`src/rtl/dma_write_if.sv`:
```
// Memory-bus and TX FIFO signals seen by the DMA write engine.
// master = DMA engine side, slave = arbiter/memory/FIFO side.
interface dma_write_if #(
  parameter int DATA_WIDTH = 32
);
  logic                  mem_request;
  logic                  mem_grant;
  logic [31:0]           mem_addr;
  logic                  tx_enable;
  logic [DATA_WIDTH-1:0] mem_wr_data;
  logic                  empty;
  logic                  rd_enable;
  logic [DATA_WIDTH-1:0] rd_data;

  modport master (
    output mem_request, mem_addr, tx_enable, mem_wr_data, rd_enable,
    input  mem_grant, empty, rd_data
  );

  modport slave (
    input  mem_request, mem_addr, tx_enable, mem_wr_data, rd_enable,
    output mem_grant, empty, rd_data
  );
endinterface

```
`src/rtl/dma_write_logic.sv`:
```
// DMA write engine: pops words from the TX FIFO and writes them to memory
// through the shared-bus arbiter, one word per FETCH/CAPTURE/WRITE round.
module dma_write_logic #(
  parameter int          DATA_WIDTH = 32,
  parameter logic [31:0] ADDR_STEP  = 32'd4
) (
  input  logic        clk,
  input  logic        reset,
  input  logic [31:0] ctrl_sig_reg,
  input  logic [31:0] addr_reg,
  input  logic [31:0] count_reg,
  dma_write_if.master bus,
  output logic        tx_done
);

  typedef enum logic [2:0] {
    IDLE    = 3'd0,
    BUS_REQ = 3'd1,
    FETCH   = 3'd2,
    CAPTURE = 3'd3,
    WRITE   = 3'd4,
    DONE    = 3'd5
  } state_t;

  state_t                state_r;
  state_t                next_s;
  logic [31:0]           cur_addr_r;
  logic [31:0]           cur_count_r;
  logic [DATA_WIDTH-1:0] data_reg_r;
  logic                  inc_dst_r;
  logic                  start_s;
  logic                  unused_ctrl_s;

  assign start_s       = ctrl_sig_reg[0] & ctrl_sig_reg[1];
  assign unused_ctrl_s = ^{ctrl_sig_reg[31:4], ctrl_sig_reg[2]};

  // State register
  always_ff @(posedge clk or negedge reset) begin
    if (!reset) begin
      state_r <= IDLE;
    end else begin
      state_r <= next_s;
    end
  end

  // Next-state decode
  always_comb begin
    next_s = state_r;
    case (state_r)
      IDLE: begin
        if (start_s && (count_reg != 32'd0)) begin
          next_s = BUS_REQ;
        end else if (start_s) begin
          next_s = DONE;
        end else begin
          next_s = IDLE;
        end
      end
      BUS_REQ: begin
        if (bus.mem_grant) begin
          next_s = FETCH;
        end else begin
          next_s = BUS_REQ;
        end
      end
      FETCH: begin
        if (bus.mem_grant && !bus.empty) begin
          next_s = CAPTURE;
        end else begin
          next_s = FETCH;
        end
      end
      CAPTURE: next_s = WRITE;
      WRITE: begin
        if (bus.mem_grant && (cur_count_r == 32'd1)) begin
          next_s = DONE;
        end else if (bus.mem_grant) begin
          next_s = FETCH;
        end else begin
          next_s = WRITE;
        end
      end
      DONE:    next_s = IDLE;
      default: next_s = IDLE;
    endcase
  end

  // Bus and FIFO outputs decoded from state; request stays high for the whole burst
  always_comb begin
    bus.mem_request = 1'b0;
    bus.mem_addr    = 32'd0;
    bus.tx_enable   = 1'b0;
    bus.mem_wr_data = '0;
    bus.rd_enable   = 1'b0;
    case (state_r)
      BUS_REQ, CAPTURE: begin
        bus.mem_request = 1'b1;
      end
      FETCH: begin
        bus.mem_request = 1'b1;
        bus.rd_enable   = bus.mem_grant & ~bus.empty;
      end
      WRITE: begin
        bus.mem_request = 1'b1;
        bus.mem_addr    = cur_addr_r;
        bus.mem_wr_data = data_reg_r;
        bus.tx_enable   = bus.mem_grant;
      end
      default: begin
        bus.mem_request = 1'b0;
      end
    endcase
  end

  // Transfer bookkeeping: address/count/data registers and the sticky done flag
  always_ff @(posedge clk or negedge reset) begin
    if (!reset) begin
      cur_addr_r  <= 32'd0;
      cur_count_r <= 32'd0;
      data_reg_r  <= '0;
      inc_dst_r   <= 1'b0;
      tx_done     <= 1'b0;
    end else begin
      case (state_r)
        IDLE: begin
          if (start_s) begin
            cur_addr_r  <= addr_reg;
            cur_count_r <= count_reg;
            inc_dst_r   <= ctrl_sig_reg[3];
            tx_done     <= 1'b0;
          end
        end
        CAPTURE: data_reg_r <= bus.rd_data;
        WRITE: begin
          // Without grant everything holds so the popped word is written exactly once
          if (bus.mem_grant) begin
            cur_addr_r  <= inc_dst_r ? (cur_addr_r + ADDR_STEP) : cur_addr_r;
            cur_count_r <= cur_count_r - 32'd1;
          end
        end
        DONE:    tx_done <= 1'b1;
        default: tx_done <= tx_done;
      endcase
    end
  end

endmodule

```
`src/flat_wrapper.sv`:
```
// flat-port wrapper written by rule: the top's interface ports become plain ports
module dma_write_logic_flat 
#(
  parameter int          DATA_WIDTH = 32,
  parameter logic [31:0] ADDR_STEP  = 32'd4
)
  (clk, reset, ctrl_sig_reg, addr_reg, count_reg, tx_done, bus_mem_request, bus_mem_addr, bus_tx_enable, bus_mem_wr_data, bus_rd_enable, bus_mem_grant, bus_empty, bus_rd_data);
  dma_write_if #(.DATA_WIDTH(DATA_WIDTH)) bus_i ();
  input  logic clk;
  input  logic reset;
  input  logic [31:0] ctrl_sig_reg;
  input  logic [31:0] addr_reg;
  input  logic [31:0] count_reg;
  output logic tx_done;
  output wire logic [$bits(bus_i.mem_request)-1:0] bus_mem_request;
  output wire logic [$bits(bus_i.mem_addr)-1:0] bus_mem_addr;
  output wire logic [$bits(bus_i.tx_enable)-1:0] bus_tx_enable;
  output wire logic [$bits(bus_i.mem_wr_data)-1:0] bus_mem_wr_data;
  output wire logic [$bits(bus_i.rd_enable)-1:0] bus_rd_enable;
  input wire logic [$bits(bus_i.mem_grant)-1:0] bus_mem_grant;
  input wire logic [$bits(bus_i.empty)-1:0] bus_empty;
  input wire logic [$bits(bus_i.rd_data)-1:0] bus_rd_data;
  assign bus_mem_request = bus_i.mem_request;
  assign bus_mem_addr = bus_i.mem_addr;
  assign bus_tx_enable = bus_i.tx_enable;
  assign bus_mem_wr_data = bus_i.mem_wr_data;
  assign bus_rd_enable = bus_i.rd_enable;
  assign bus_i.mem_grant = bus_mem_grant;
  assign bus_i.empty = bus_empty;
  assign bus_i.rd_data = bus_rd_data;
  dma_write_logic #(.DATA_WIDTH(DATA_WIDTH), .ADDR_STEP(ADDR_STEP)) u_core (.clk(clk), .reset(reset), .ctrl_sig_reg(ctrl_sig_reg), .addr_reg(addr_reg), .count_reg(count_reg), .bus(bus_i), .tx_done(tx_done));
endmodule
```
`config.mk`:
```
export PLATFORM = sky130hd
export DESIGN_NAME = dma_write_logic_flat
export DESIGN_NICKNAME = d
export VERILOG_FILES = /design/src/rtl/dma_write_if.sv /design/src/rtl/dma_write_logic.sv /design/src/flat_wrapper.sv
export SDC_FILE = /design/constraint.sdc
export NUM_CORES = 1
export LEC_CHECK = 0
export ABC_AREA = 1
export BUFFER_PORTS_ARGS = -buffer_cell sky130_fd_sc_hd__buf_2
export CAP_MARGIN = 25
export CORE_UTILIZATION = 45
export DETAILED_ROUTE_END_ITERATION = 12
export GPL_TIMING_DRIVEN = 0
export HOLD_SLACK_MARGIN = 0.05
export PLACE_DENSITY = 0.72
export SLEW_MARGIN = 10
export SYNTH_ARGS = -nofsm -noshare
export SYNTH_HDL_FRONTEND = slang
export SYNTH_SLANG_ARGS = --single-unit
```
`constraint.sdc`:
```
create_clock -name clk -period 1.94 [get_ports clk]
set_input_delay 0 -clock clk [delete_from_list [all_inputs] [get_ports clk]]
set_output_delay 0 -clock clk [all_outputs]
set_load 0.1 [all_outputs]
```
==> results of run 1 <==
per-layer routing:
layer,vias to the layer above,wire length [um],global-route usage
li1,3767,-,-
met3,110,2440,0.100
met1,3742,10600,0.438
met5,-,0,0
met2,454,12700,0.575
met4,0,1210,0.185
timing repair:
action                                  4_1_cts  5_1_grt
pin swaps                                     0        1
buffers inserted                              2        4
resized for setup                           186       32
hold buffers                                 96        0
endpoints found under the setup margin       56       64
endpoints found under the hold margin       195        0
cell families after synthesis:
| group | count (synthesis) | synth area share |
|---|---|---|
| compound gates | 142 | 0.116 |
| xor+xnor | 15 | 0.0198 |
| fa+ha+maj | 3 | 0.00567 |
| buf+inv | 171 | 0.106 |
| flops | 101 | 0.382 |
| simple gates | 585 | 0.371 |
state kept, by name, summed over array words and instances (netlist names):
| signal | count |
|---|---|
| u_core.tx_done | 1 |
| u_core.inc_dst_r | 1 |
| u_core.cur_addr_r | 32 |
| u_core.cur_count_r | 32 |
| u_core.data_reg_r | 32 |
| u_core.state_r | 3 |
power by group:
part	total [mW]	internal, mW	switching [mW]	leakage, nW
clock network	1.90	0.919	0.980	0.145
logic	8.07	2.42	5.65	3.42
registers	4.09	3.14	0.956	1.21
total	14.1	6.48	7.59	4.77
Yosys cell counts (3+ instances only):
master | count | share of area
nor2_4 | 3 | 0.0051
a22oi_1 | 9 | 0.010
nand3b_1 | 3 | 0.0034
o21ai_0 | 81 | 0.061
dfrtp_1 | 101 | 0.38
nor2_1 | 216 | 0.12
buf_6 | 3 | 0.0051
inv_1 | 127 | 0.072
a21oi_1 | 28 | 0.021
nor3_1 | 16 | 0.012
buf_2 | 22 | 0.017
ha_1 | 3 | 0.0057
nor2_2 | 7 | 0.0066
a31oi_1 | 6 | 0.0057
nand3_1 | 53 | 0.040
xor2_1 | 13 | 0.017
nand3_2 | 3 | 0.0045
nand4_1 | 18 | 0.017
o21ai_1 | 11 | 0.0083
inv_2 | 5 | 0.0028
clkbuf_1 | 9 | 0.0051
and2_1 | 5 | 0.0047
nand2_1 | 255 | 0.14
how the worst min path moves through the flow:
stage               startpoint                            endpoint  slack [ns]  depth (start not counted)
5_1_grt          count_reg[15]  u_core.cur_count_r[15]$_DFFE_PN0P_        0.08                          5
3_3_place_gp   ctrl_sig_reg[3]        u_core.inc_dst_r$_DFFE_PN0P_        0.21                          3
4_1_cts          count_reg[30]  u_core.cur_count_r[30]$_DFFE_PN0P_        0.05                          5
6_report         count_reg[30]  u_core.cur_count_r[30]$_DFFE_PN0P_        0.05                          5
3_5_place_dp             reset   u_core.data_reg_r[25]$_DFFE_PN0N_       -0.13                          1
2_1_floorplan            reset    u_core.cur_addr_r[0]$_DFFE_PN0P_       -0.30                          0
stage by stage:
stage / area [um^2] / instances / hold WS (ns) / worst slack, ns / power (mW)
2_1_floorplan: 7050 / 1017 / -0.296 / -0.350 / 9.32
3_3_place_gp: 8130 / 1367 / 0.215 / -0.331 / 10.8
3_5_place_dp: 8160 / 1368 / -0.135 / -0.258 / 10.9
4_1_cts: 10100 / 1482 / 0.0511 / -0.0240 / 13.4
5_1_grt: 10200 / 1487 / 0.0806 / -0.0975 / 14.9
6_report: 10200 / 1487 / 0.0470 / -0.0294 / 14.1
worst reg2reg max path: stages (launching register included):
cell	delay, ns
dfrtp_1	0.41
buf_4	0.15
inv_1	0.05
nor3_1	0.19
buf_2	0.28
clkbuf_1	0.38
o21ai_0	0.31
final cells by class:
type,instances,area [um^2],share of cell area
multi-input cells,745,3850,0.378
clock inverters,7,75.1,0.00736
inverters,133,507,0.0497
diodes,1,2.50,0.000245
well taps,180,225,0.0221
flip-flops and latches,101,2530,0.248
repair buffers,273,2480,0.243
clock buffers,9,225,0.0221
plain buffers,38,302,0.0296
==> summary.txt, run 1 <==
Run status
  • Status: finished with violations
  • Violated checks: negative setup slack

CTS
  • CTS Buf Count: 9
  • TritonCTS clock tree: built
  • Clock sink total: 101
  • Clk root buf: clkbuf_16
  • Worst-path clk slew: 0.08 ns
  • Max Buffers Root-to-Sink: 2
  • Worst skew pair latency: 0.36 ns
  • H-tree levels: 3

Floorplanning
  • Die width: 123 um
  • Die area: 15200 um^2
  • Row count: 43
  • Die Ht: 123 um
  • Core Area: 14100 um^2
  • Initial Util: 0.470
  • Ports: 200

Flow run
  • Number of max-cap violations: 0

Timing
  • Clock skew: 0.00748 ns
  • Slew @ Worst Pin: 0.606 ns
  • Final-report hold violation count: 0
  • Min Tclk post-route: 1.97 ns
  • TNS Setup: -0.0294 ns
  • Tcrit/Tclk final: 1.02
  • RSZ-0062 raised after global routing: yes
  • FMAX: 508 MHz
  • Pins Over Slew Limit: 0
  • Slew HR: 0.596
  • Number of setup violations in the final report: 1
  • Setup WS post-layout: -0.0294 ns

Logic synthesis
  • Seq cells post-synth: 101
  • Synth warn: 0
  • Synth Cell Area: 6620 um^2
  • Fraction of registers with async set/reset: 1.00
  • Post-synth EDFFs: 0
  • Avg Cell Area, Syn: 6.51 um^2
  • Sequential-to-total area share from yosys stat: 0.382
  • Post-Syn Instances: 1017
  • Syn nets: 1152
  • Top FF cell, synth: dfrtp_1
  • Synth unique cells: 38

Power
  • Worst vdd ir: 0.627 mV
  • Lkg Pwr: 4.77 nW
  • PwrDens: 1380 nW/um^2

Setup path
  • Worst R2R Start: u_core.state_r[0]$_DFF_PN0_
  • Worst Setup EP: u_core.data_reg_r[20]$_DFFE_PN0N_
  • CP Launch Type: flip-flop
  • Worst R2R Path Depth: 6
  • Delay-heaviest family, CP: buffers and inverters
  • Crit-path max FO: 10
  • Crit-path cells: buf_4 -> inv_1 -> nor3_1 -> buf_2 -> clkbuf_1 -> o21ai_0
  • Reg-to-reg setup timing slack: -0.03 ns
  • RR Endpoint: u_core.data_reg_r[20]$_DFFE_PN0N_
  • Slowest-stage cell, CP: dfrtp_1
  • Crit path capture type: flip-flop
  • WS Path Type: flip-flop to flip-flop
  • Number of buffers and inverters on the critical path: 4
  • Data required, critical path: 2.11 ns
  • Critical path depth: 6
  • CP max stage delay: 0.41 ns
  • Worst EP arrival: 2.14 ns
  • Crit path launch: u_core.state_r[0]$_DFF_PN0_

Route
  • Routed wire length: 26900 um
  • Vias per inst: 5.43
  • DRT antenna net count: 0
  • Post-route DRC: 0
  • DR pass1 iterations: 6
  • Drt initial violations: 655
  • Drt wl/cell: 18.1 um
  • Via count: 8073

Placement
  • DP HPWL: 16000 um
  • Routability congestion estimate: 0.946
  • PortBufs: 170

Cells and area
  • Area Overhead vs Synth: 54.0%
  • Filler cells: 1048
  • Final nets: 1436
  • Most frequent cells in the layout: nand2_1 (253), nor2_1 (151), buf_2 (131)
  • Finished Core Util: 0.724
  • Most common cell after layout, fill and taps aside: nand2_1
  • Share of post-route cells with drive strength above 1: 0.246

Worst hold path
  • Min-delay worst type: primary input to flip-flop

Global route
  • Gr ovfl total: 0
  • Vias in the first global route: 7830
  • Global-route usage over all layers: 0.358
  • Initial antenna violation count: 1
  • First-pass GRT wire length: 40800 um
  • Largest net degree at the start of global routing: 80
Power figures use the tool's default switching activity.
==> run 2, diff against run 1 <==
--- a/config.mk
+++ b/config.mk
@@ -12,7 +12,9 @@
 export DETAILED_ROUTE_END_ITERATION = 12
 export GPL_TIMING_DRIVEN = 0
 export HOLD_SLACK_MARGIN = 0.05
+export MAX_ROUTING_LAYER = met4
 export PLACE_DENSITY = 0.72
+export SETUP_SLACK_MARGIN = 0.15
 export SLEW_MARGIN = 10
 export SYNTH_ARGS = -nofsm -noshare
 export SYNTH_HDL_FRONTEND = slang
==> run 2 against run 1 <==
Effect of this change: the flow now finishes without violations; global-route usage grew 0.45 points; non-clock buffer count grew 23; total power grew 6.1%; critical path type is now flip-flop to output port; via count grew 2.8%; clock skew grew 0.0027 ns; critical path depth grew 1; combinational power grew 9.0%; hold slack gained 0.018 ns; wire length grew 1.8%.
==> summary.txt, run 2 (same netlist as run 1, synthesis figures left out) <==
CTS
  • Max Buffers Root-to-Sink: 2
  • CTS Buf Count: 9
  • Clock sink total: 101
  • Clk root buf: clkbuf_16
  • H-tree levels: 3
  • Worst-path clk slew: 0.08 ns
  • Worst skew pair latency: 0.38 ns
  • TritonCTS clock tree: built

Global route
  • Gr ovfl total: 0
  • Largest net degree at the start of global routing: 66
  • Global-route usage over all layers: 0.363
  • Initial antenna violation count: 1
  • First-pass GRT wire length: 40200 um
  • Vias in the first global route: 7865

Route
  • Drt initial violations: 905
  • Routed wire length: 27400 um
  • Drt wl/cell: 18.2 um
  • DR pass1 iterations: 6
  • DRT antenna net count: 0
  • Vias per inst: 5.50
  • Post-route DRC: 0
  • Via count: 8298

Floorplanning
  • Row count: 43
  • Ports: 200
  • Die Ht: 123 um
  • Initial Util: 0.470
  • Die width: 123 um
  • Core Area: 14100 um^2
  • Die area: 15200 um^2

Timing
  • FMAX: 539 MHz
  • Pins Over Slew Limit: 0
  • Tcrit/Tclk final: 0.957
  • Number of setup violations in the final report: 0
  • Min Tclk post-route: 1.86 ns
  • Slew @ Worst Pin: 0.535 ns
  • Slew HR: 0.643
  • Clock skew: 0.0102 ns
  • Final-report hold violation count: 0
  • RSZ-0062 raised after global routing: yes

Cells and area
  • Most frequent cells in the layout: nand2_1 (250), nor2_1 (142), inv_1 (126)
  • Share of post-route cells with drive strength above 1: 0.279
  • Final instance area: 10900 um^2
  • Largest regs: u_core.cur_addr_r (32), u_core.cur_count_r (32), u_core.data_reg_r (32)
  • Layout Cells excl Fill: 1510
  • Final nets: 1459
  • Most common cell after layout, fill and taps aside: nand2_1
  • Area Overhead vs Synth: 64.3%

Placement
  • Placed inst area: 8040 um^2
  • PortBufs: 170
  • Routability congestion estimate: 0.957
  • Cells after DPL: 1368
  • DP HPWL: 15600 um

Worst hold path
  • Hold depth: 5
  • Min-delay worst type: primary input to flip-flop

Setup path
  • Slowest-stage cell, CP: dfrtp_1
  • Crit path capture type: output port
  • Reg-to-reg setup timing slack: 0.18 ns
  • CP dominant cell by count: buf_12
  • Crit path launch: u_core.state_r[0]$_DFF_PN0_
  • Crit-path cells: nor2_4 -> nand2_4 -> buf_12 -> buf_12 -> buf_16 -> nor2_4 -> buf_12
  • Data required, critical path: 1.94 ns
  • Critical path depth: 7
  • Number of buffers and inverters on the critical path: 4
  • RR Endpoint: u_core.cur_count_r[16]$_DFFE_PN0P_
  • Worst Setup EP: bus_mem_wr_data[12]
  • Worst R2R Path Depth: 7
  • WS Path Type: flip-flop to output port
  • Worst EP arrival: 1.86 ns
  • Worst R2R Start: u_core.cur_count_r[8]$_DFFE_PN0P_
  • Crit-path max FO: 7
  • CP max stage delay: 0.43 ns
  • Delay-heaviest family, CP: buffers and inverters
  • CP Launch Type: flip-flop

Power
  • PwrDens: 1370 nW/um^2
  • Worst vdd ir: 1.45 mV
  • Lkg Pwr: 5.02 nW

Flow run
  • Number of max-cap violations: 0

Run status
  • Status: finished clean
## run 2: worst reg2reg max path, stage by stage (launching register included)
cell     delay [ns]
dfrtp_1        0.47
nor2_2         0.22
nand2_1        0.12
nor2_1         0.25
nand2_1        0.15
xor2_1         0.16
o21ai_0        0.15
o21ai_0        0.11
## run 2: routing by layer
metal / GRT usage / vias up / share of wire
met4: 0.205 / 0 / 0.052
met2: 0.594 / 539 / 0.49
met3: 0.0623 / 123 / 0.079
li1: - / 3819 / -
met1: 0.421 / 3817 / 0.38
met5: - / - / 0
## run 2: metrics by stage
stage | TNS (ns) | setup slack (ns) | hold slack (ns) | utilization | total power, mW
floorplan | -3.74 | -0.0783 | -0.296 | - | 9.17
global placement | -40.39 | -0.380 | 0.205 | 0.568 | 10.6
detailed placement | -3.55 | -0.253 | -0.0691 | 0.570 | 10.7
CTS | 0 | 0.0460 | 0.0563 | 0.745 | 14.0
global route | 0 | 0.0374 | 0.129 | 0.772 | 15.6
finish | 0 | 0.0838 | 0.0650 | 0.772 | 14.9
## run 2: area by class of cell
type                       instances  area (um^2)
multi-input combinational        745         3990
fill                             953         3220
timing repair buffer             296         2930
sequential                       101         2530
inverter                         133          514
buffer                            38          377
clock buffer                       9          225
tap                              180          225
clock inverter                     7         93.8
antenna                            1         2.50
## run 2: repair_timing
| item | CTS | global route |
|---|---|---|
| gates cloned | 3 | 2 |
| endpoints found under the setup margin | 102 | 135 |
| resized for setup | 275 | 67 |
| hold buffers | 94 | 0 |
| buffers inserted | 10 | 16 |
| hold endpoints to repair | 195 | 0 |
| pin swaps | 4 | 12 |
## run 2: worst min-delay path by stage
stage,startpoint,endpoint,slack [ns]
after floorplan,reset,u_core.cur_addr_r[0]$_DFFE_PN0P_,-0.30
after global placement,addr_reg[0],u_core.cur_addr_r[0]$_DFFE_PN0P_,0.21
after detailed placement,reset,u_core.cur_addr_r[8]$_DFFE_PN0P_,-0.07
after CTS,ctrl_sig_reg[0],u_core.cur_addr_r[0]$_DFFE_PN0P_,0.06
after global routing,count_reg[15],u_core.cur_count_r[15]$_DFFE_PN0P_,0.13
final,count_reg[15],u_core.cur_count_r[15]$_DFFE_PN0P_,0.07
## run 2: power by group
part / leakage [nW] / internal, mW / switching (mW)
combinational: 3.66 / 2.94 / 5.86
clock: 0.153 / 1.04 / 0.974
sequential: 1.21 / 3.13 / 0.984
